## config.mk

```make
export PLATFORM = sky130hd
export DESIGN_NAME = chunk_serial_adder_flat
export DESIGN_NICKNAME = d
export VERILOG_FILES = /design/src/rtl/chunk_serial_adder_if.sv /design/src/rtl/chunk_serial_adder.sv /design/src/flat_wrapper.sv
export SDC_FILE = /design/constraint.sdc
export NUM_CORES = 1
export LEC_CHECK = 0
export BUFFER_PORTS_ARGS = -buffer_cell sky130_fd_sc_hd__buf_4
export CAP_MARGIN = 10
export CORE_ASPECT_RATIO = 1.1
export CORE_MARGIN = 5
export CORE_UTILIZATION = 51
export CTS_BUF_LIST = sky130_fd_sc_hd__clkbuf_2
export CTS_CLUSTER_DIAMETER = 80
export CTS_CLUSTER_SIZE = 12
export DETAILED_ROUTE_END_ITERATION = 10
export PLACE_DENSITY = 0.77
export REMOVE_ABC_BUFFERS = 1
export SYNTH_ARGS = -nofsm -noshare
export SYNTH_HDL_FRONTEND = slang
export SYNTH_SLANG_ARGS = --single-unit
```

## constraint.sdc

```tcl
create_clock -name clk -period 2.7 [get_ports clk]
set_input_delay 0.405 -clock clk [delete_from_list [all_inputs] [get_ports clk]]
set_output_delay 0.405 -clock clk [all_outputs]
set_load 0.005 [all_outputs]
```

## src/rtl/chunk_serial_adder_if.sv

```systemverilog
`timescale 1ns/1ps
`default_nettype none
// ============================================================================
// Module      : chunk_serial_adder_if
// Description : Operand request / result handshake bundle for the
//               chunk-serial adder. The slave side is the adder itself.
// Revision    : 1.0 - initial release
// ============================================================================
interface chunk_serial_adder_if #(
    parameter int WIDTH = 16
);
    logic             in_valid;
    logic             in_ready;
    logic [WIDTH-1:0] in_a;
    logic [WIDTH-1:0] in_b;
    logic             in_sub;
    logic             out_valid;
    logic             out_ready;
    logic [WIDTH-1:0] sum;
    logic             cout;
    logic             is_overflowed;

    // Requester: supplies operands and consumes results
    modport master (
        output in_valid, in_a, in_b, in_sub, out_ready,
        input  in_ready, out_valid, sum, cout, is_overflowed
    );

    // Adder: accepts operands and presents results
    modport slave (
        input  in_valid, in_a, in_b, in_sub, out_ready,
        output in_ready, out_valid, sum, cout, is_overflowed
    );
endinterface
`default_nettype wire

```

## src/rtl/chunk_serial_adder.sv

```systemverilog
`timescale 1ns/1ps
`default_nettype none
// ============================================================================
// Module      : chunk_serial_adder
// Description : Multi-cycle adder/subtractor that processes CHUNK bits per
//               clock, LSB chunk first, with valid/ready handshakes on both
//               the operand and result sides.
// Revision    : 1.0 - initial release
// ============================================================================
module chunk_serial_adder #(
    parameter int WIDTH = 16,
    parameter int CHUNK = 4
) (
    input  logic                 clk,
    input  logic                 rst,
    chunk_serial_adder_if.slave  bus
);
    localparam int N  = WIDTH / CHUNK;
    // Keep the counter at least one bit wide so N = 1 is still legal
    localparam int CW = (N > 1) ? $clog2(N) : 1;
    localparam logic [CW-1:0] K_LAST = CW'(N - 1);

    typedef enum logic [1:0] {
        IDLE = 2'd0,
        RUN  = 2'd1,
        DONE = 2'd2
    } state_t;

    state_t           state_q, state_d;
    logic [WIDTH-1:0] a_q, a_d;
    logic [WIDTH-1:0] b_q, b_d;       // B already inverted for subtraction
    logic [WIDTH-1:0] sum_q, sum_d;
    logic             carry_q, carry_d;
    logic             cout_q, cout_d;
    logic             ovf_q, ovf_d;
    logic [CW-1:0]    k_q, k_d;

    logic [CHUNK-1:0] w_a_chunk;
    logic [CHUNK-1:0] w_b_chunk;
    logic [CHUNK:0]   w_chunk_sum;

    // Current chunk slice and its sum with the running carry
    assign w_a_chunk   = a_q[k_q*CHUNK +: CHUNK];
    assign w_b_chunk   = b_q[k_q*CHUNK +: CHUNK];
    assign w_chunk_sum = {1'b0, w_a_chunk} + {1'b0, w_b_chunk}
                       + {{CHUNK{1'b0}}, carry_q};

    // Next-state and datapath update; everything holds unless the state acts
    always_comb begin
        state_d = state_q;
        a_d     = a_q;
        b_d     = b_q;
        sum_d   = sum_q;
        carry_d = carry_q;
        cout_d  = cout_q;
        ovf_d   = ovf_q;
        k_d     = k_q;
        case (state_q)
            IDLE: begin
                if (bus.in_valid) begin
                    a_d     = bus.in_a;
                    b_d     = bus.in_sub ? ~bus.in_b : bus.in_b;
                    carry_d = bus.in_sub;   // +1 completes the two's complement
                    k_d     = '0;
                    state_d = RUN;
                end
            end
            RUN: begin
                sum_d[k_q*CHUNK +: CHUNK] = w_chunk_sum[CHUNK-1:0];
                carry_d = w_chunk_sum[CHUNK];
                if (k_q == K_LAST) begin
                    // The top bit of this last chunk is the result sign bit
                    cout_d  = w_chunk_sum[CHUNK];
                    ovf_d   = (a_q[WIDTH-1] == b_q[WIDTH-1]) &&
                              (w_chunk_sum[CHUNK-1] != a_q[WIDTH-1]);
                    k_d     = '0;
                    state_d = DONE;
                end else begin
                    k_d = k_q + CW'(1);
                end
            end
            DONE: begin
                if (bus.out_ready) begin
                    state_d = IDLE;
                end
            end
            default: begin
                state_d = IDLE;
            end
        endcase
    end

    // State and datapath registers; reset discards any operation in flight
    always_ff @(posedge clk or posedge rst) begin
        if (rst) begin
            state_q <= IDLE;
            a_q     <= '0;
            b_q     <= '0;
            sum_q   <= '0;
            carry_q <= 1'b0;
            cout_q  <= 1'b0;
            ovf_q   <= 1'b0;
            k_q     <= '0;
        end else begin
            state_q <= state_d;
            a_q     <= a_d;
            b_q     <= b_d;
            sum_q   <= sum_d;
            carry_q <= carry_d;
            cout_q  <= cout_d;
            ovf_q   <= ovf_d;
            k_q     <= k_d;
        end
    end

    assign bus.in_ready      = (state_q == IDLE);
    assign bus.out_valid     = (state_q == DONE);
    assign bus.sum           = sum_q;
    assign bus.cout          = cout_q;
    assign bus.is_overflowed = ovf_q;

endmodule
`default_nettype wire

```

## src/flat_wrapper.sv

```systemverilog
// flat-port wrapper written by rule: the top's interface ports become plain ports
module chunk_serial_adder_flat 
#(
    parameter int WIDTH = 16,
    parameter int CHUNK = 4
)
  (clk, rst, bus_in_valid, bus_in_a, bus_in_b, bus_in_sub, bus_out_ready, bus_in_ready, bus_out_valid, bus_sum, bus_cout, bus_is_overflowed);
  chunk_serial_adder_if #(.WIDTH(WIDTH)) bus_i ();
  input  logic clk;
  input  logic rst;
  input wire logic [$bits(bus_i.in_valid)-1:0] bus_in_valid;
  input wire logic [$bits(bus_i.in_a)-1:0] bus_in_a;
  input wire logic [$bits(bus_i.in_b)-1:0] bus_in_b;
  input wire logic [$bits(bus_i.in_sub)-1:0] bus_in_sub;
  input wire logic [$bits(bus_i.out_ready)-1:0] bus_out_ready;
  output wire logic [$bits(bus_i.in_ready)-1:0] bus_in_ready;
  output wire logic [$bits(bus_i.out_valid)-1:0] bus_out_valid;
  output wire logic [$bits(bus_i.sum)-1:0] bus_sum;
  output wire logic [$bits(bus_i.cout)-1:0] bus_cout;
  output wire logic [$bits(bus_i.is_overflowed)-1:0] bus_is_overflowed;
  assign bus_i.in_valid = bus_in_valid;
  assign bus_i.in_a = bus_in_a;
  assign bus_i.in_b = bus_in_b;
  assign bus_i.in_sub = bus_in_sub;
  assign bus_i.out_ready = bus_out_ready;
  assign bus_in_ready = bus_i.in_ready;
  assign bus_out_valid = bus_i.out_valid;
  assign bus_sum = bus_i.sum;
  assign bus_cout = bus_i.cout;
  assign bus_is_overflowed = bus_i.is_overflowed;
  chunk_serial_adder #(.WIDTH(WIDTH), .CHUNK(CHUNK)) u_core (.clk(clk), .rst(rst), .bus(bus_i));
endmodule
```

Word-level counts from Yosys, hierarchy flattened
Cells that the tools add are included.
{"block": "word_totals", "ff_bits": 55, "input_bits": 37, "word_cells": 43}
{"block": "classes", "addsub": 4, "n_eq_ne": 8, "shift": 4, "n_mux": 11, "bitwise_logic": 1, "reduce_logical": 7}
{"op": "4-bit negation with 34-bit output", "count": 1}
{"op": "4-bit by 34-bit variable shift with 16-bit output, first input constant", "count": 1}
{"op": "4-bit by 34-bit indexed part select with 16-bit output", "count": 1}
{"op": "16-bit by 5-bit indexed part select with 4-bit output", "count": 2}
{"op": "16-bit bitwise mux", "count": 1}
{"op": "16-bit 2-to-1 mux", "count": 1}
{"op": "16-bit NOT", "count": 1}
{"op": "2-bit 2-to-1 mux", "count": 5}
{"op": "2-bit one-hot mux with 3 select lines", "count": 1}
{"op": "2-bit AND reduction", "count": 3}
{"op": "4-bit by 4-bit adder with 5-bit output", "count": 1}
{"op": "5-bit by 1-bit adder with 5-bit output", "count": 1}
{"op": "2-bit equality test, second input constant", "count": 2}
{"op": "2-bit != test, second input constant", "count": 2}
{"op": "2-bit one-hot mux with 2 select lines", "count": 1}
{"op": "3-bit AND reduction", "count": 1}
{"op": "2-bit by 1-bit adder with 2-bit output, second input constant", "count": 1}
{"op": "2-bit by 1-bit equality test with 1-bit output, second input constant", "count": 1}
{"op": "2-bit zero test", "count": 1}
{"op": "2-bit by 1-bit != test with 1-bit output, second input constant", "count": 1}
{"op": "1-bit one-hot mux with 2 select lines", "count": 1}
{"op": "2-bit nonzero test", "count": 1}
{"op": "1-bit equality test", "count": 1}
{"op": "1-bit logical AND", "count": 1}
{"op": "other kinds (2)", "count": 2}

Logic depth before layout (Yosys ltp)
Gate-level depths: netlist of the first run.
{"block": "logic_depth", "word_depth": 5, "depth_mapped": 8, "mapped_depth_nobuf": 7}

Least setup slack after synthesis of the first run
OpenSTA, ideal clock, no wires.
{"block": "synth_path", "path_type": "reg-to-reg", "start": "register u_core.k_q[1]", "end": "register u_core.sum_q[10], in the netlist u_core.bus.sum[10]", "setup_ns": 0.121, "arrival_time_ns": 2.489, "setup_slack_ns": 0.090, "stages_incl_launch_ff": 7, "synth_period_minus_slack_ns": 2.610, "cell_sequence": "dfrtp_1 > clkbuf_1 > mux4_2 > fa_1 > fa_1 > xor2_1 > a22o_1"}
{"block": "synth_between", "elab_chain_len": 5, "elab_cells_between_ends": 8, "classes_between": "add/sub: 3; shift: 4; mux: 1"}
{"element": "start, declared", "line": "chunk_serial_adder.sv:36", "text": "logic [CW-1:0] k_q, k_d;"}
{"element": "start signal, assigned", "line": "chunk_serial_adder.sv:112", "text": "k_q <= k_d;"}
{"element": "16-bit by 5-bit indexed part select with 4-bit output (on tied branches)", "line": "chunk_serial_adder.sv:43, chunk_serial_adder.sv:44"}
{"element": "4-bit by 4-bit adder with 5-bit output", "line": "chunk_serial_adder.sv:45", "text": "assign w_chunk_sum = {1'b0, w_a_chunk} + {1'b0, w_b_chunk}"}
{"element": "5-bit by 1-bit adder with 5-bit output", "line": "chunk_serial_adder.sv:46", "text": "+ {{CHUNK{1'b0}}, carry_q};"}
{"element": "4-bit by 34-bit indexed part select with 16-bit output", "line": "chunk_serial_adder.sv:69", "text": "sum_d[k_q*CHUNK +: CHUNK] = w_chunk_sum[CHUNK-1:0];"}
{"element": "16-bit bitwise mux (*)", "line": "chunk_serial_adder.sv:69"}
{"element": "end signal, assigned", "line": "chunk_serial_adder.sv:108", "text": "sum_q <= sum_d;"}
{"element": "end, declared", "line": "chunk_serial_adder.sv:32", "text": "logic [WIDTH-1:0] sum_q, sum_d;"}
Every way passes the cells marked *; elsewhere a longest branch is shown, timed or not.
A chain may end at the register's enable or synchronous reset.

Worst setup path after layout of the first run
{"block": "layout_path", "start": "register u_core.k_q[0]", "end": "register u_core.sum_q[2], in the netlist u_core.bus.sum[2]"}
The elaborated chain is that of the path after synthesis.

==> results.cfg, run 1 <==
[layout]
multi_input_area_um2 = 1210
final_cell_mix = buf_4, nand2_1, dfrtp_1
fillCellCount = 441
seq_area_um2 = 1380
final_nets = 350
area_delta_synth_final_pct = 20.5
final_common_cell = buf_4
fin_area_um2 = 3190
drive_above_1_share = 0.261
insertedDiodeCount = 0
final_util = 0.635

[worst_setup_path]
crit_chain = mux4_2, fa_1, fa_1, xor2_1, a22o_1
critPathLaunchType = flip-flop
crit_top_cell = fa_1
cpMaxStageDelayCell = mux4_2
critPathBufInv = 0
worstPathArrival_ps = 2960
critical-path-top-delay-family = adder cells
max_stage_delay_ps = 550
cp_max_fo = 5
crit_required_ps = 3090
crit_type = reg -> reg
end_kind = flip-flop

[floorplan]
design.portCount = 57
initial_core_util = 0.527
dieArea_um2 = 6740
die_x_um = 78.7
fp.coreArea_um2 = 5030
die_h_um = 85.6
rows = 27

[synth]
yosysUniqueCellTypes = 31
synth_seq_area_share = 0.519
syn_avg_cell_area_um2 = 10.9
syn_inst = 244
synth_area_um2 = 2650
ys_ff_latch = 55
ys_warn_count = 0

[routing]
ant_nets = 0
routed_wl_um = 5280
drt-met1-wl_um = 2250
drc = 0
dr.max_layer_used = met4
met2_length_um = 2680
met3_length_um = 300
avgRoutedWirePerCell_um = 14.6
firstDrtPassIters = 4
via_count = 1949
first_iter_violations = 29
avgViaCountPerCell = 5.40

[sta]
slew_headroom = 0.516
rsz0062_at_grt = no
worst_pin_slew_ps = 725
setup_viol = 0
finalSetupTns_ps = 0
post-route-min-period_ps = 2570
drv_slew = 0
fin_ws_ps = 135
fin_crit_sh = 0.950
skew_ps = 14.9
max_freq_mhz = 390
final-hold-violation-count = 0
fin_hold_ws_ps = 116

[clock_tree]
clkSinkCount = 55
cts_tree = built
insertion_delay_ps = 440
htreeDepth = 2
numCtsBuffers = 5
clk_pin_slew_ps = 250
cts-root-buf = clkbuf_2
cts_buffer_depth = 2
post_cts_resized = 0

[status]
status = finished clean

[global_routing]
grt_overflow_total = 0
grt_max_degree = 56
grt_pass1_vias = 1963
antenna_found_initial = 0
grt_pass1_wl_um = 9210
track_usage = 0.172

[power]
peakVddDrop_uv = 422
p_leak_nw = 1.56
power.density_nw_per_um2 = 1180

[placed_design]
dp_hpwl_um = 4010
place_congestion = 0.771
io_buffers = 56
dpl_cell_area_um2 = 3150
place_ws_ps = 179

[run]
cap_violations = 0

[min_path]
min_path_type = in -> reg
-- path summary, 6_finish.rpt --
kind | from | endpoint | slack, ps | depth (start not counted)
min reg2reg | u_core.a_q[11]$_DFFE_PP0P_ | u_core.a_q[11]$_DFFE_PP0P_ | 510 | 2
max in group asynchronous | rst | u_core.bus.sum[14]$_DFFE_PP0P_ | 1920 | 4
max reg2reg | u_core.k_q[0]$_DFFE_PP0P_ | u_core.bus.sum[2]$_DFFE_PP0P_ | 130 | 5
max | u_core.k_q[0]$_DFFE_PP0P_ | u_core.bus.sum[2]$_DFFE_PP0P_ | 130 | 5
min | bus_out_ready | u_core.state_q[1]$_DFFE_PP0P_ | 120 | 2
min in group asynchronous | rst | u_core.b_q[12]$_DFFE_PP0P_ | 540 | 4
-- synth_stat cells --
master,n,share of area
a211o_1,1,0.0033
a21o_1,1,0.0028
a21oi_1,18,0.034
a22o_1,16,0.053
a22oi_1,1,0.0028
and3_1,1,0.0024
and4_1,2,0.0066
and4b_1,1,0.0038
buf_2,4,0.0076
buf_4,2,0.0057
clkbuf_1,5,0.0071
dfrtp_1,55,0.52
fa_1,2,0.015
ha_1,9,0.042
inv_1,5,0.0071
mux4_2,8,0.068
nand2_1,57,0.081
nand2_4,1,0.0042
nand2b_1,2,0.0047
nand3_1,2,0.0038
nor2_1,21,0.030
nor2b_1,1,0.0024
nor3_1,1,0.0019
nor3b_2,1,0.0047
nor4b_4,1,0.0090
o2111ai_1,1,0.0033
o21ai_0,4,0.0076
o31ai_1,2,0.0057
or3_1,1,0.0024
xnor2_1,17,0.056
xor2_1,1,0.0033
-- cell families (layout without fill, tap and decap cells) --
logic type,after synthesis,count (layout),share of synthesized area
flip-flops,55,55,0.519
AO/OA/AOI/OAI,44,44,0.112
multiplexers,8,8,0.0680
AND/OR/NAND/NOR,92,92,0.156
XOR/XNOR,18,18,0.0595
buffers and inverters,16,75,0.0274
adder cells (fa/ha/maj),11,11,0.0576
-- flip-flops by register name, summed over array words and instances, names as in the netlist --
| name | cells |
|---|---|
| u_core.a_q | 16 |
| u_core.b_q | 16 |
| u_core.bus.sum | 16 |
| u_core.k_q | 2 |
| u_core.state_q | 2 |
| u_core.bus.cout | 1 |
| u_core.bus.is_overflowed | 1 |
| u_core.carry_q | 1 |
-- cell type report --
cell class | count | area share
Clock buffer | 6 | 0.00940
Timing Repair Buffer | 62 | 0.150
Inverter | 5 | 0.00588
Clock inverter | 2 | 0.00235
Tap cell | 58 | 0.0227
Multi-Input combinational cell | 173 | 0.378
Sequential cell | 55 | 0.431
-- worst register-to-register path, stage by stage (launching register included) --
cell and delay (ps):
dfrtp_1 540, mux4_2 550, fa_1 410, fa_1 430
xor2_1 400, a22o_1 190
-- metrics by stage --
stage,instances,power (mW)
2_1_floorplan,233,2.81
3_3_place_gp,352,3.44
3_5_place_dp,352,3.53
4_1_cts,361,3.83
5_1_grt,361,4.12
6_report,361,3.77
-- power by group --
group / switching [mW] / internal (mW)
combinational: 1.12 / 0.929
clock: 0.240 / 0.0622
sequential: 0.241 / 1.18
total: 1.60 / 2.17
-- layer usage --
metal	GRT usage	vias to the layer above
li1	-	948
met1	0.221	950
met2	0.290	45
met3	0.0452	6
met4	0.0461	0
met5	0	-
-- repair_timing --
item                                   CTS  global route
hold buffers                             1             0
endpoints found under the hold margin   55             0
buffers inserted                         0             0
No activity file was read; power rests on OpenSTA's default activity.
==> run 2: changes to the inputs <==
--- a/config.mk
+++ b/config.mk
@@ -11,11 +11,10 @@
 export CORE_MARGIN = 5
 export CORE_UTILIZATION = 51
 export CTS_BUF_LIST = sky130_fd_sc_hd__clkbuf_2
-export CTS_CLUSTER_DIAMETER = 80
+export CTS_CLUSTER_DIAMETER = 60
 export CTS_CLUSTER_SIZE = 12
 export DETAILED_ROUTE_END_ITERATION = 10
 export PLACE_DENSITY = 0.77
-export REMOVE_ABC_BUFFERS = 1
 export SYNTH_ARGS = -nofsm -noshare
 export SYNTH_HDL_FRONTEND = slang
 export SYNTH_SLANG_ARGS = --single-unit
==> results.cfg, run 2 (synthesis gave the netlist of run 1 again) <==
[status]
status = finished clean

[synth]
synth_fp_nets = 292

[worst_setup_path]
cpMaxStageDelayCell = dfrtp_1
crit_top_cell = fa_1
rr_startpoint = u_core.k_q[0]$_DFFE_PP0P_
reg2regPathDepth = 6
crit_type = reg -> reg
crit_required_ps = 3100
rrSetupSlack_ps = 180
end_kind = flip-flop
setup.worst_path.start = u_core.k_q[0]$_DFFE_PP0P_
crit_chain = buf_4, mux4_2, fa_1, fa_1, xor2_1, a22o_1
worstReg2RegEnd = u_core.bus.sum[14]$_DFFE_PP0P_
cp_max_fo = 8
critPathLaunchType = flip-flop
max_stage_delay_ps = 530
critPathCapture = u_core.bus.sum[14]$_DFFE_PP0P_
worstPathArrival_ps = 2910

[clock_tree]
postCtsSetupBuffers = 0
clk_pin_slew_ps = 260
cts_tree = built
cts_buffer_depth = 2
clkSinkCount = 55
cts-root-buf = clkbuf_2
cts_hold_buf = 1
post_cts_resized = 0
htreeDepth = 2
insertion_delay_ps = 430
numCtsBuffers = 5

[sta]
rsz0062_at_grt = no
max_freq_mhz = 398
post-route-min-period_ps = 2520
finalSetupTns_ps = 0
drv_slew = 0
slew_headroom = 0.487
fin_crit_sh = 0.932
worst_pin_slew_ps = 767
skew_ps = 27.3
setup_viol = 0
final-hold-violation-count = 0
fin_hold_ws_ps = 116

[global_routing]
grt_overflow_total = 0
grt_pass1_vias = 1894
grt_max_degree = 56
track_usage = 0.167
grt_pass1_wl_um = 8900
antenna_found_initial = 0

[routing]
first_iter_violations = 158
routed_wl_um = 5270
avgRoutedWirePerCell_um = 14.6
drc = 0
firstDrtPassIters = 5
via_count = 1902
avgViaCountPerCell = 5.25
ant_nets = 0

[placed_design]
io_buffers = 56
dpl_cell_area_um2 = 3150
place_inst = 353
dp_hpwl_um = 3970
place_congestion = 0.866

[floorplan]
die_x_um = 78.7
design.portCount = 57
die_h_um = 85.6
dieArea_um2 = 6740
initial_core_util = 0.527
fp.coreArea_um2 = 5030
rows = 27

[layout]
area_delta_synth_final_pct = 20.9
final_common_cell = buf_4
final_nets = 351
instances_no_fill = 362
insertedDiodeCount = 0
drive_above_1_share = 0.270
final_cell_mix = buf_4, nand2_1, dfrtp_1
fin_area_um2 = 3200

[power]
intPower_mw = 2.19
switching_power_mw = 1.62
clkPwrFrac = 0.082
peakVddDrop_uv = 720
power.density_nw_per_um2 = 1190
power_frac_comb = 0.545
sw_frac_of_total = 0.426
seq_power_share = 0.373
p_leak_nw = 1.57

[run]
cap_violations = 0

[min_path]
min_path_type = in -> reg
==> run 2: cell type report <==
cell class	instances	area (um^2)
Clock buffer	7	35.0
Clock inverter	1	5.00
Fill cell	423	1830
Inverter	5	18.8
Multi-Input combinational cell	173	1210
Sequential cell	55	1380
Tap cell	58	72.6
Timing Repair Buffer	63	488
==> run 2: metrics by stage <==
step	utilization	worst slack, ps	power [mW]
2_1_floorplan	-	89.9	2.86
3_3_place_gp	0.627	218	3.48
3_5_place_dp	0.627	153	3.54
4_1_cts	0.637	155	3.84
5_1_grt	0.637	61.5	4.16
6_report	0.637	185	3.81
==> run 2: worst max-delay path: cells and delay by family, from the launching register on <==
kind | cells | cell delay (ps)
AO/OA/AOI/OAI | 1 | 200
multiplexers | 1 | 330
flip-flops | 1 | 530
adder cells (fa/ha/maj) | 2 | 860
XOR/XNOR | 1 | 360
buffers and inverters | 1 | 230
==> run 2: worst min-delay path by stage <==
stage               depth (start not counted)  slack (ps)                       start                             to
detailed placement                          2         470  u_core.a_q[13]$_DFFE_PP0P_     u_core.a_q[13]$_DFFE_PP0P_
floorplan                                   2         440  u_core.a_q[10]$_DFFE_PP0P_     u_core.a_q[10]$_DFFE_PP0P_
CTS                                         2          80               bus_out_ready  u_core.state_q[1]$_DFFE_PP0P_
finish                                      2         120               bus_out_ready  u_core.state_q[1]$_DFFE_PP0P_
global route                                2          70               bus_out_ready  u_core.state_q[1]$_DFFE_PP0P_
global placement                            2         460  u_core.a_q[11]$_DFFE_PP0P_     u_core.a_q[11]$_DFFE_PP0P_
==> run 2: layer usage <==
layer  wire length (um)  GRT usage
met5                  0          0
met4                 42     0.0382
met3                254     0.0368
met1               2400      0.222
met2               2570      0.281
==> run 2: power by group through the flow <==
stage                     registers [mW]  clock network, mW  logic [mW]
after floorplan                     1.38                  0        1.48
after global placement              1.45                  0        2.03
after detailed placement            1.45                  0        2.08
after CTS                           1.43              0.324        2.09
after global routing                1.48              0.354        2.33
final                               1.42              0.312        2.08
